===== src/rtl/btn_conditioner.sv =====
// btn_conditioner: multi-channel push-button front end.
// Each channel: 2-flop synchroniser -> debouncer -> short/long press classifier.
// A long press on channel TEST_IDX toggles the global test_mode flag.
module btn_conditioner #(
  parameter int unsigned NUM_BTN         = 4,
  parameter int unsigned DEBOUNCE_CYCLES = 3,
  parameter int unsigned TICK_CYCLES     = 50000000,
  parameter int unsigned LONG_TICKS      = 5,
  parameter int unsigned TEST_IDX        = 0
) (
  input  logic               clk,
  input  logic               rst,
  input  logic [NUM_BTN-1:0] btn_raw,
  output logic [NUM_BTN-1:0] btn_level,
  output logic [NUM_BTN-1:0] short_pulse,
  output logic [NUM_BTN-1:0] long_pulse,
  output logic               test_mode
);

  localparam int unsigned CNT_W  = $clog2(DEBOUNCE_CYCLES) + 1;
  localparam int unsigned TICK_W = (TICK_CYCLES > 1) ? $clog2(TICK_CYCLES) : 1;
  localparam int unsigned HOLD_W = $clog2(LONG_TICKS + 1);

  localparam logic [CNT_W-1:0]  DB_LAST   = CNT_W'(DEBOUNCE_CYCLES - 1);
  localparam logic [TICK_W-1:0] TICK_LAST = TICK_W'(TICK_CYCLES - 1);
  localparam logic [HOLD_W-1:0] HOLD_LAST = HOLD_W'(LONG_TICKS - 1);

  typedef enum logic [1:0] {
    IDLE      = 2'd0,
    PRESSED   = 2'd1,
    LONG_HELD = 2'd2
  } state_e;

  logic test_mode_q;

  for (genvar ch = 0; ch < NUM_BTN; ch++) begin : g_chan
    logic              sync1_q;
    logic              sync2_q;
    logic [CNT_W-1:0]  db_cnt_q;
    logic              level_q;
    logic              level_d;
    state_e            state_q;
    logic [TICK_W-1:0] tick_q;
    logic [HOLD_W-1:0] hold_q;
    logic              short_q;
    logic              long_q;

    // Bring the asynchronous raw level into the clock domain
    always_ff @(posedge clk or negedge rst) begin
      if (!rst) begin
        sync1_q <= 1'b0;
        sync2_q <= 1'b0;
      end else begin
        sync1_q <= btn_raw[ch];
        sync2_q <= sync1_q;
      end
    end

    // Debounced level as it will be after this edge; lets the classifier
    // react on the same edge the debounced output changes
    assign level_d = ((sync2_q != level_q) && (db_cnt_q == DB_LAST)) ? sync2_q : level_q;

    // Debouncer: accept a new level only after DEBOUNCE_CYCLES stable samples
    always_ff @(posedge clk or negedge rst) begin
      if (!rst) begin
        db_cnt_q <= '0;
        level_q  <= 1'b0;
      end else if (sync2_q == level_q) begin
        db_cnt_q <= '0;
      end else if (db_cnt_q == DB_LAST) begin
        level_q  <= sync2_q;
        db_cnt_q <= '0;
      end else begin
        db_cnt_q <= db_cnt_q + CNT_W'(1);
      end
    end

    // Press classifier: time the debounced hold, emit one registered pulse per press
    always_ff @(posedge clk or negedge rst) begin
      if (!rst) begin
        state_q <= IDLE;
        tick_q  <= '0;
        hold_q  <= '0;
        short_q <= 1'b0;
        long_q  <= 1'b0;
      end else begin
        short_q <= 1'b0;
        long_q  <= 1'b0;
        case (state_q)
          IDLE: begin
            if (level_d && !level_q) begin
              state_q <= PRESSED;
              tick_q  <= '0;
              hold_q  <= '0;
            end
          end
          PRESSED: begin
            // Release takes priority over a threshold on the same edge
            if (!level_d) begin
              short_q <= 1'b1;
              state_q <= IDLE;
            end else if (tick_q == TICK_LAST) begin
              tick_q <= '0;
              hold_q <= hold_q + HOLD_W'(1);
              if (hold_q == HOLD_LAST) begin
                long_q  <= 1'b1;
                state_q <= LONG_HELD;
              end
            end else begin
              tick_q <= tick_q + TICK_W'(1);
            end
          end
          LONG_HELD: begin
            if (!level_d) begin
              state_q <= IDLE;
            end
          end
          default: state_q <= IDLE;
        endcase
      end
    end

    assign btn_level[ch]   = level_q;
    assign short_pulse[ch] = short_q;
    assign long_pulse[ch]  = long_q;
  end

  // Flip test mode the cycle after a long press on the selected channel
  always_ff @(posedge clk or negedge rst) begin
    if (!rst) begin
      test_mode_q <= 1'b0;
    end else if (long_pulse[TEST_IDX]) begin
      test_mode_q <= ~test_mode_q;
    end
  end

  assign test_mode = test_mode_q;

endmodule


===== config.mk =====
export PLATFORM = sky130hd
export DESIGN_NAME = btn_conditioner
export DESIGN_NICKNAME = d
export VERILOG_FILES = /design/src/rtl/btn_conditioner.sv
export SDC_FILE = /design/constraint.sdc
export NUM_CORES = 1
export LEC_CHECK = 0
export ABC_AREA = 1
export CORE_MARGIN = 5
export CORE_UTILIZATION = 50
export CTS_CLUSTER_SIZE = 12
export DETAILED_ROUTE_END_ITERATION = 12
export PLACE_DENSITY_LB_ADDON = 0.12
export SKIP_LAST_GASP = 1
export SLEW_MARGIN = 0
export SYNTH_ARGS = -nofsm -noshare
export SYNTH_HDL_FRONTEND = slang
export SYNTH_SLANG_ARGS = --single-unit

===== constraint.sdc =====
create_clock -name clk -period 2 [get_ports clk]
set_input_delay 0.4 -clock clk [delete_from_list [all_inputs] [get_ports clk]]
set_output_delay 0.4 -clock clk [all_outputs]
set_load 0.02 [all_outputs]

==> flow_metrics.tcl, run 1 <==
set metrics [dict create \
    critical_path.cell_chain "clkdlybuf4s50_1" \
    drive_above_1_share_pct 7.08 \
    initial_core_util_pct 51.1 \
    synth_area_um2 9590 \
    synth_edf_count 0 \
    rr_worst_depth 11 \
    path_class "reg2out" \
    die-area_um2 22100 \
    nets 1417 \
    fillers 1827 \
    rows 50 \
    grt_overflow 0 \
    crit_start "g_chan[2].level_q" \
    ys.flop_type "dfrtp_1" \
    vias 8374 \
    syn_nets 1398 \
    cp-start-kind "flop" \
    period_needed_ns 1.86 \
    max_stage_delay_ns 0.64 \
    async_flop_share_pct 100 \
    crit_buf_inv 1 \
    route.detailed.drc 0 \
    rrSetupSlack_ns 0.19 \
    pin_count 19 \
    clk_path_buf_depth 2 \
    slowest_stage "clkdlybuf4s50_1" \
    via_per_inst 5.09 \
    die_h_um 149 \
    port_buffers 18 \
    cts.sinks 157 \
    p_clk_share_pct 34.0 \
    tritoncts "built" \
    netlist_instances 1380 \
    finalHoldViolCount 0 \
    dr.pass1.iters 5 \
    maxCapViolCount 0 \
    ys_seq_area_share_pct 41.0 \
    synth.top_cells.by_area "dfrtp_1, nand2_1, nor2_1, inv_1, nand3_1" \
    grt_max_degree 44 \
    endpoint "btn_level[2]" \
    power.leakage_nw 4.86 \
    clock_skew_ns 0.0128 \
    die_w_um 149 \
    combPwrFrac_pct 24.8 \
    switchingPower_mw 3.14 \
    critical_path_required_ns 1.60 \
    gp_congestion 0.941 \
    p_sw_share_pct 35.3 \
    max_freq_mhz 539 \
    drt_iter0_drc 539 \
    ant_nets 0 \
    area_delta_synth_final_pct 9.83 \
    outcome "finished, final reports clean" \
    vdd_ir_drop_max_mv 0.646 \
    yosysMostFrequentCell "nand2_1" \
    yosysTopAreaCell "dfrtp_1" \
    p_int_mw 5.77 \
    grt_pass1_wl_mm 36.6 \
    tns_ns 0 \
    syn_avg_cell_area_um2 6.95 \
    crit_fanout 3 \
    grt_pass1_vias 7787 \
    htreeDepth 4 \
    hpwl_mm 15.3 \
    clk_pin_slew_ns 0.07 \
    worst_pin_slew_ns 0.475 \
    root_buffer "clkbuf_16" \
    post-route-period-util_pct 92.8 \
    core-area_um2 18800 \
    yosys.area.top_type_share_pct 41.0 \
    rsz0062_at_grt "no" \
    setup_viol 0 \
    antennaDiodeCount 0 \
    ys_types 38 \
    timing.rr.end "g_chan[1].hold_q[2]" \
    power_mw 8.91 \
    arrival_ns 1.46 \
    critical_path_depth 1 \
    reg2reg_from "g_chan[1].tick_q[0]" \
    yosys_warnings 0 \
    gr-usage-all-layers_pct 19.9 \
    slew_viol_final 0 \
    clk_latency_ns 0.43 \
    seqPwrFrac_pct 41.2 \
    post_cts_buffers 0 \
    hold_class "reg2reg" \
    power_density_nw_per_um2 846 \
    ys_ff_latch 157 \
    synthTopCellsByCount "nand2_1, nor2_1, inv_1, dfrtp_1, nand3_1" \
    antenna_found_initial 0 \
    cts_buffers 17 \
    critPathTopFamily "buffers and inverters" \
    relSlewSlack_pct 68.3 \
    wl_per_cell_um 12.6 \
    wl_mm 20.7 \
    endpoint_kind "primary output" \
]
==> sequential cells by signal (all words and copies together) (netlist names) <==
register         flops
g_chan.sync2_q       4
g_chan.long_q        4
g_chan.hold_q       12
g_chan.state_q       8
g_chan.tick_q      104
g_chan.short_q       4
g_chan.level_q       4
test_mode            1
g_chan.db_cnt_q     12
g_chan.sync1_q       4
==> cells by family (layout without fill, tap and decap cells) <==
family | count (synthesis) | after routing | share of synthesized area, %
and+or+nand+nor | 896 | 896 | 40.7
AOI/OAI and AO/OA | 91 | 91 | 5.23
xor gates and xnor gates | 21 | 21 | 1.92
buffers and inverters | 203 | 235 | 9.65
DFF | 157 | 157 | 41.0
adders and majority gates | 12 | 12 | 1.57
==> worst min path at each step <==
| stage | to | cells after the start | start |
|---|---|---|---|
| after detailed placement | g_chan[3].sync2_q | 0 | g_chan[3].sync1_q |
| after global placement | g_chan[3].sync2_q | 0 | g_chan[3].sync1_q |
| after CTS | g_chan[3].sync2_q | 0 | g_chan[3].sync1_q |
| final | g_chan[0].sync2_q | 0 | g_chan[0].sync1_q |
| after floorplan | g_chan[0].db_cnt_q[0] | 0 | rst |
| after global routing | g_chan[0].sync2_q | 0 | g_chan[0].sync1_q |
==> per-stage QoR <==
stage               hold slack, ns  util (%)  instance area [µm²]  setup WS, ns  instances
finish                       0.352      56.1                10500         0.144       1646
floorplan                    0.104         -                 9590         0.456       1380
CTS                          0.354      56.1                10500         0.123       1646
global route                 0.359      56.1                10500       0.00443       1646
global placement             0.334      53.1                 9970         0.240       1613
detailed placement           0.335      53.1                 9970         0.168       1613
==> power groups by stage <==
stage / clock (mW) / combinational, mW / sequential, mW
after floorplan: 0 / 1.76 / 3.67
after global placement: 0 / 2.21 / 3.72
after detailed placement: 0 / 2.22 / 3.73
after CTS: 3.12 / 2.23 / 3.67
after global routing: 3.28 / 2.50 / 3.72
final: 3.03 / 2.21 / 3.67
==> per-layer routing <==
metal | wire (µm) | global-route usage [%]
met1 | 10200 | 28.1
met5 | 0 | 0
met3 | 772 | 4.33
met2 | 9500 | 31.7
met4 | 190 | 4.39
==> area by class of cell <==
| cell class | count | area, µm² | share of cell area [%] |
|---|---|---|---|
| well taps | 234 | 293 | 2.78 |
| repair buffers | 40 | 412 | 3.91 |
| inverters | 163 | 612 | 5.81 |
| clock buffers | 19 | 443 | 4.20 |
| clock inverters | 13 | 108 | 1.02 |
| flip-flops and latches | 157 | 3930 | 37.3 |
| multi-input cells | 1020 | 4740 | 45.0 |
==> cells in the final DEF, fill, tap and decap left out, types with 14 or more instances in the layout <==
cell and count:
xor2_1 18, a21oi_1 35, nor2_1 220, buf_4 16, nor3_1 21, dfrtp_1 155
nand2_1 429, nand4_1 64, nor2_2 14, o21ai_0 37, clkdlybuf4s50_1 17, inv_1 160
clkbuf_16 17, nand3_1 105
==> what timing repair did <==
| action | CTS | global route |
|---|---|---|
| hold buffers | 1 | 0 |
| endpoints found under the setup margin | 0 | 7 |
| hold endpoints to repair | 40 | 0 |
| gates resized for setup | 0 | 2 |
Note: power is estimated with default switching activity, not from simulation.
==> inputs of run 2 (changes only) <==
==> constraint.sdc (replaced) <==
create_clock -name clk -period 2 [get_ports clk]
set_input_delay 0.4 -clock clk [delete_from_list [all_inputs] [get_ports clk]]
set_output_delay 0.4 -clock clk [all_outputs]
set_load 0.05 [all_outputs]
==> run 2 against run 1 <==
  * Die area did not move
  * Clock skew is 0.0012 ns lower
  * Sequential power hardly changed
  * Routed wire length up 0.20%
  * Combinational power is 5% higher
  * Power up 1.1%
  * Largest power group unchanged
  * Critical path type unchanged
  * Core utilization about the same
==> flow_metrics.tcl, run 2 (same netlist as run 1, synthesis figures left out) <==
set metrics [dict create \
    outcome "finished, final reports clean" \
    fin_cells 1646 \
    vdd_ir_drop_max_mv 0.648 \
    critPathTopFamily "buffers and inverters" \
    period_needed_ns 1.94 \
    antennaDiodeCount 0 \
    die_h_um 149 \
    rsz0062_at_grt "no" \
    root_buffer "clkbuf_16" \
    maxCapViolCount 0 \
    clk_latency_ns 0.42 \
    core-area_um2 18800 \
    hold_class "reg2reg" \
    antenna_found_initial 0 \
    tritoncts "built" \
    cp-start-kind "flop" \
    post-route-period-util_pct 96.9 \
    largest_reg_flops 104 \
    route.detailed.drc 0 \
    via_per_inst 5.07 \
    power_density_nw_per_um2 855 \
    wl_mm 20.7 \
    grt_pass1_vias 7787 \
    dr.pass1.iters 5 \
    path_class "reg2out" \
    regMostFlops "g_chan.tick_q" \
    wl_per_cell_um 12.6 \
    power.leakage_nw 4.94 \
    pin_count 19 \
    clock_skew_ns 0.0115 \
    grt_max_degree 44 \
    tns_ns 0 \
    slowest_stage "clkdlybuf4s50_1" \
    area_delta_synth_final_pct 9.86 \
    nets 1417 \
    dp_cells 1613 \
    layout.cells.most_common_list "nand2_1, nor2_1, inv_1" \
    relSlewSlack_pct 66.0 \
    die_w_um 149 \
    arrival_ns 1.54 \
    port_buffers 18 \
    ant_nets 0 \
    critical_path.cell_chain "clkdlybuf4s50_1" \
    gr-usage-all-layers_pct 19.9 \
    crit_buf_inv 1 \
    cts.sinks 157 \
    grt_overflow 0 \
    setup_viol 0 \
    largestRegisters "g_chan.tick_q x104, g_chan.db_cnt_q x12, g_chan.hold_q x12" \
    max_stage_delay_ns 0.79 \
    worst_pin_slew_ns 0.509 \
    layout_commonest_cell "nand2_1" \
    endpoint_kind "primary output" \
    critical_path_required_ns 1.60 \
    cts_buffers 17 \
    clk_path_buf_depth 2 \
    die-area_um2 22100 \
    rows 50 \
    grt_pass1_wl_mm 36.6 \
    slew_viol_final 0 \
    crit_fanout 1 \
    gp_congestion 0.941 \
    drive_above_1_share_pct 7.08 \
    clk_pin_slew_ns 0.06 \
    drt_iter0_drc 570 \
    finalHoldViolCount 0 \
    hpwl_mm 15.3 \
    initial_core_util_pct 51.1 \
    htreeDepth 4 \
    max_freq_mhz 516 \
    vias 8337 \
]
-- run 2: what timing repair did --
action                     CTS  global route
hold buffers                 1             0
pin swaps                    0             0
hold endpoints to repair    40             0
gates resized for setup      6             6
setup endpoints to repair    6            11
setup buffers                0             0
-- run 2: final timing paths --
path / startpoint / end / slack (ns) / cells after the start
worst max-delay path: g_chan[0].short_q / short_pulse[0] / 0.06 / 1
worst min-delay path: g_chan[0].sync1_q / g_chan[0].sync2_q / 0.35 / 0
worst max register to register: g_chan[1].tick_q[0] / g_chan[1].hold_q[2] / 0.19 / 11
worst min register to register: g_chan[0].sync1_q / g_chan[0].sync2_q / 0.35 / 0
max in group asynchronous: rst / g_chan[2].tick_q[0] / 0.94 / 3
min in group asynchronous: rst / g_chan[0].tick_q[6] / 0.46 / 2
-- run 2: layout make-up --
cell class	count	area, µm²
Timing Repair Buffer	40	414
Fill cell	1822	8230
Tap cell	234	293
Multi-Input combinational cell	1020	4740
Clock buffer	19	443
Inverter	163	612
Clock inverter	13	108
Sequential cell	157	3930
-- run 2: routing by layer --
metal	track usage (%)	vias up	part of all wire, %
met5	0	-	0
met3	4.33	14	3.7
met4	4.39	0	0.91
met1	28.1	3778	50
met2	31.7	133	46
li1	-	4412	-
-- run 2: power by group --
| group | internal (mW) | total [mW] | switching, mW |
|---|---|---|---|
| Combinational | 0.661 | 2.31 | 1.64 |
| Clock | 1.65 | 3.03 | 1.38 |
| Sequential | 3.43 | 3.67 | 0.241 |
| Total | 5.74 | 9.01 | 3.27 |
-- run 2: per-stage QoR --
stage	utilization [%]	hold WS, ns	power (mW)	setup WS, ns	cell area, µm²
floorplan	-	0.104	5.56	0.456	9590
CTS	56.1	0.354	9.12	0.0169	10500
detailed placement	53.1	0.335	6.08	0.168	9970
global placement	53.1	0.334	6.06	0.240	9970
finish	56.2	0.352	9.01	0.0624	10500
global route	56.2	0.359	9.60	0.00443	10500
==> inputs of run 3 (changes only) <==
Settings changed: SETUP_SLACK_MARGIN set to 0.15.
==> run 3 against run 2 <==
  * Clock power about the same
  * Global-route usage unchanged
  * Routed wire length increased by 0.27%
  * Worst setup slack improved by 0.17 ns
==> flow_metrics.tcl, run 3 (same netlist as run 1, synthesis figures left out) <==
set metrics [dict create \
    outcome "finished, final reports clean" \
    endpoint "btn_level[2]" \
    ant_nets 0 \
    cp-start-kind "flop" \
    hpwl_mm 15.3 \
    antenna_found_initial 0 \
    gr-usage-all-layers_pct 19.9 \
    crit_buf_inv 1 \
    finalHoldViolCount 0 \
    dpl_cell_area_um2 9970 \
    gp_congestion 0.941 \
    die-area_um2 22100 \
    drive_above_1_share_pct 8.05 \
    tns_ns 0 \
    vdd_ir_drop_max_mv 0.650 \
    critical_path_depth 1 \
    clk_pin_slew_ns 0.07 \
    rsz0062_at_grt "yes" \
    post-route-period-util_pct 88.5 \
    grt_pass1_vias 7787 \
    rrSetupSlack_ns 0.25 \
    power_density_nw_per_um2 855 \
    grt_max_degree 44 \
    initial_core_util_pct 51.1 \
    critical_path_required_ns 1.60 \
    clk_latency_ns 0.42 \
    port_buffers 18 \
    worst_pin_slew_ns 0.509 \
    grt_overflow 0 \
    endpoint_kind "primary output" \
    crit_start "g_chan[2].level_q" \
    clk_path_buf_depth 2 \
    rr_worst_depth 10 \
    timing.rr.end "g_chan[2].tick_q[24]" \
    wl_per_cell_um 12.6 \
    vias 8414 \
    via_per_inst 5.10 \
    largestRegisters "g_chan.tick_q x104, g_chan.db_cnt_q x12, g_chan.hold_q x12" \
    clock_skew_ns 0.0119 \
    layout_commonest_cell "nand2_1" \
    fin_ws_ns 0.231 \
    cts_buffers 17 \
    rows 50 \
    drt_iter0_drc 499 \
    cts.sinks 157 \
    max_stage_delay_ns 0.56 \
    htreeDepth 4 \
    hold_class "reg2reg" \
    arrival_ns 1.37 \
    tritoncts "built" \
    dp_slack_ns 0.168 \
    relSlewSlack_pct 66.2 \
    layout.cells.most_common_list "nand2_1, nor2_1, inv_1" \
    final_area_um2 10600 \
    fillers 1826 \
    holdWs_ns 0.352 \
    dp_cells 1613 \
    setup_viol 0 \
    regMostFlops "g_chan.tick_q" \
    die_h_um 149 \
    maxCapViolCount 0 \
    nets 1422 \
    antennaDiodeCount 0 \
    wl_mm 20.8 \
    max_freq_mhz 565 \
    area_delta_synth_final_pct 10.4 \
    dr.pass1.iters 7 \
    fin_cells 1651 \
    route.detailed.drc 0 \
    path_class "reg2out" \
    power.leakage_nw 4.93 \
    slew_viol_final 0 \
    largest_reg_flops 104 \
    die_w_um 149 \
    pin_count 19 \
    period_needed_ns 1.77 \
    crit_fanout 3 \
    root_buffer "clkbuf_16" \
    critical_path.cell_chain "dlygate4sd2_1" \
    critPathTopFamily "buffers and inverters" \
    grt_pass1_wl_mm 36.6 \
    slowest_stage "dlygate4sd2_1" \
    reg2reg_from "g_chan[2].tick_q[1]" \
    core-area_um2 18800 \
]
run 3: changes by cell type in the layout (fill, tap and decap cells not counted), moves of 2 or more:
cell,before,now
nand2_1,429,426
nor2_1,220,217
dlygate4sd2_1,6,13
nand2_2,6,9
nor2_2,14,16
dlymetal6s2s_1,4,0
buf_4,16,20
clkdlybuf4s50_1,7,4
run 3: cell type report:
| cell class | instances | area (µm²) | share of cell area [%] |
|---|---|---|---|
| multi-input cells | 1020 | 4770 | 45.0 |
| clock buffers | 19 | 443 | 4.18 |
| flip-flops and latches | 157 | 3930 | 37.1 |
| repair buffers | 45 | 437 | 4.12 |
| clock inverters | 13 | 108 | 1.02 |
| inverters | 163 | 612 | 5.78 |
| well taps | 234 | 293 | 2.76 |
run 3: worst reg2reg max path, stage by stage, from the launching register on:
cell and delay, ns:
dfrtp_1 0.40, ha_1 0.22, nand2_1 0.12, nor2_4 0.21, nand2_1 0.10, nor2_2 0.14
nand2_2 0.09, nand3_4 0.13, inv_2 0.10, nand2_1 0.08, nand2_1 0.05
run 3: timing repair:
item	4_1_cts	5_1_grt
pin swaps	0	1
resized for setup	13	14
setup buffers	0	5
hold buffers	1	0
endpoints found under the setup margin	13	60
hold endpoints to repair	40	0
run 3: worst min-delay path by stage:
stage,startpoint,endpoint,slack (ns),depth (start not counted)
2_1_floorplan,rst,g_chan[0].db_cnt_q[0],0.10,0
3_3_place_gp,g_chan[3].sync1_q,g_chan[3].sync2_q,0.33,0
3_5_place_dp,g_chan[3].sync1_q,g_chan[3].sync2_q,0.33,0
4_1_cts,g_chan[3].sync1_q,g_chan[3].sync2_q,0.35,0
5_1_grt,g_chan[0].sync1_q,g_chan[0].sync2_q,0.36,0
6_report,g_chan[0].sync1_q,g_chan[0].sync2_q,0.35,0
run 3: metal layers:
| metal | vias up | share of wire [%] | GRT usage [%] |
|---|---|---|---|
| li1 | 4420 | - | - |
| met2 | 139 | 46 | 31.7 |
| met4 | 0 | 1.0 | 4.39 |
| met5 | - | 0 | 0 |
| met3 | 18 | 3.9 | 4.33 |
| met1 | 3837 | 49 | 28.1 |
run 3: power by group:
part	switching (mW)	internal, mW
clock	1.38	1.65
sequential	0.238	3.43
combinational	1.67	0.689
run 3: through the flow:
stage / power [mW] / util, %
2_1_floorplan: 5.56 / -
3_5_place_dp: 6.08 / 53.1
5_1_grt: 9.65 / 56.4
6_report: 9.06 / 56.4
4_1_cts: 9.11 / 56.0
3_3_place_gp: 6.06 / 53.1
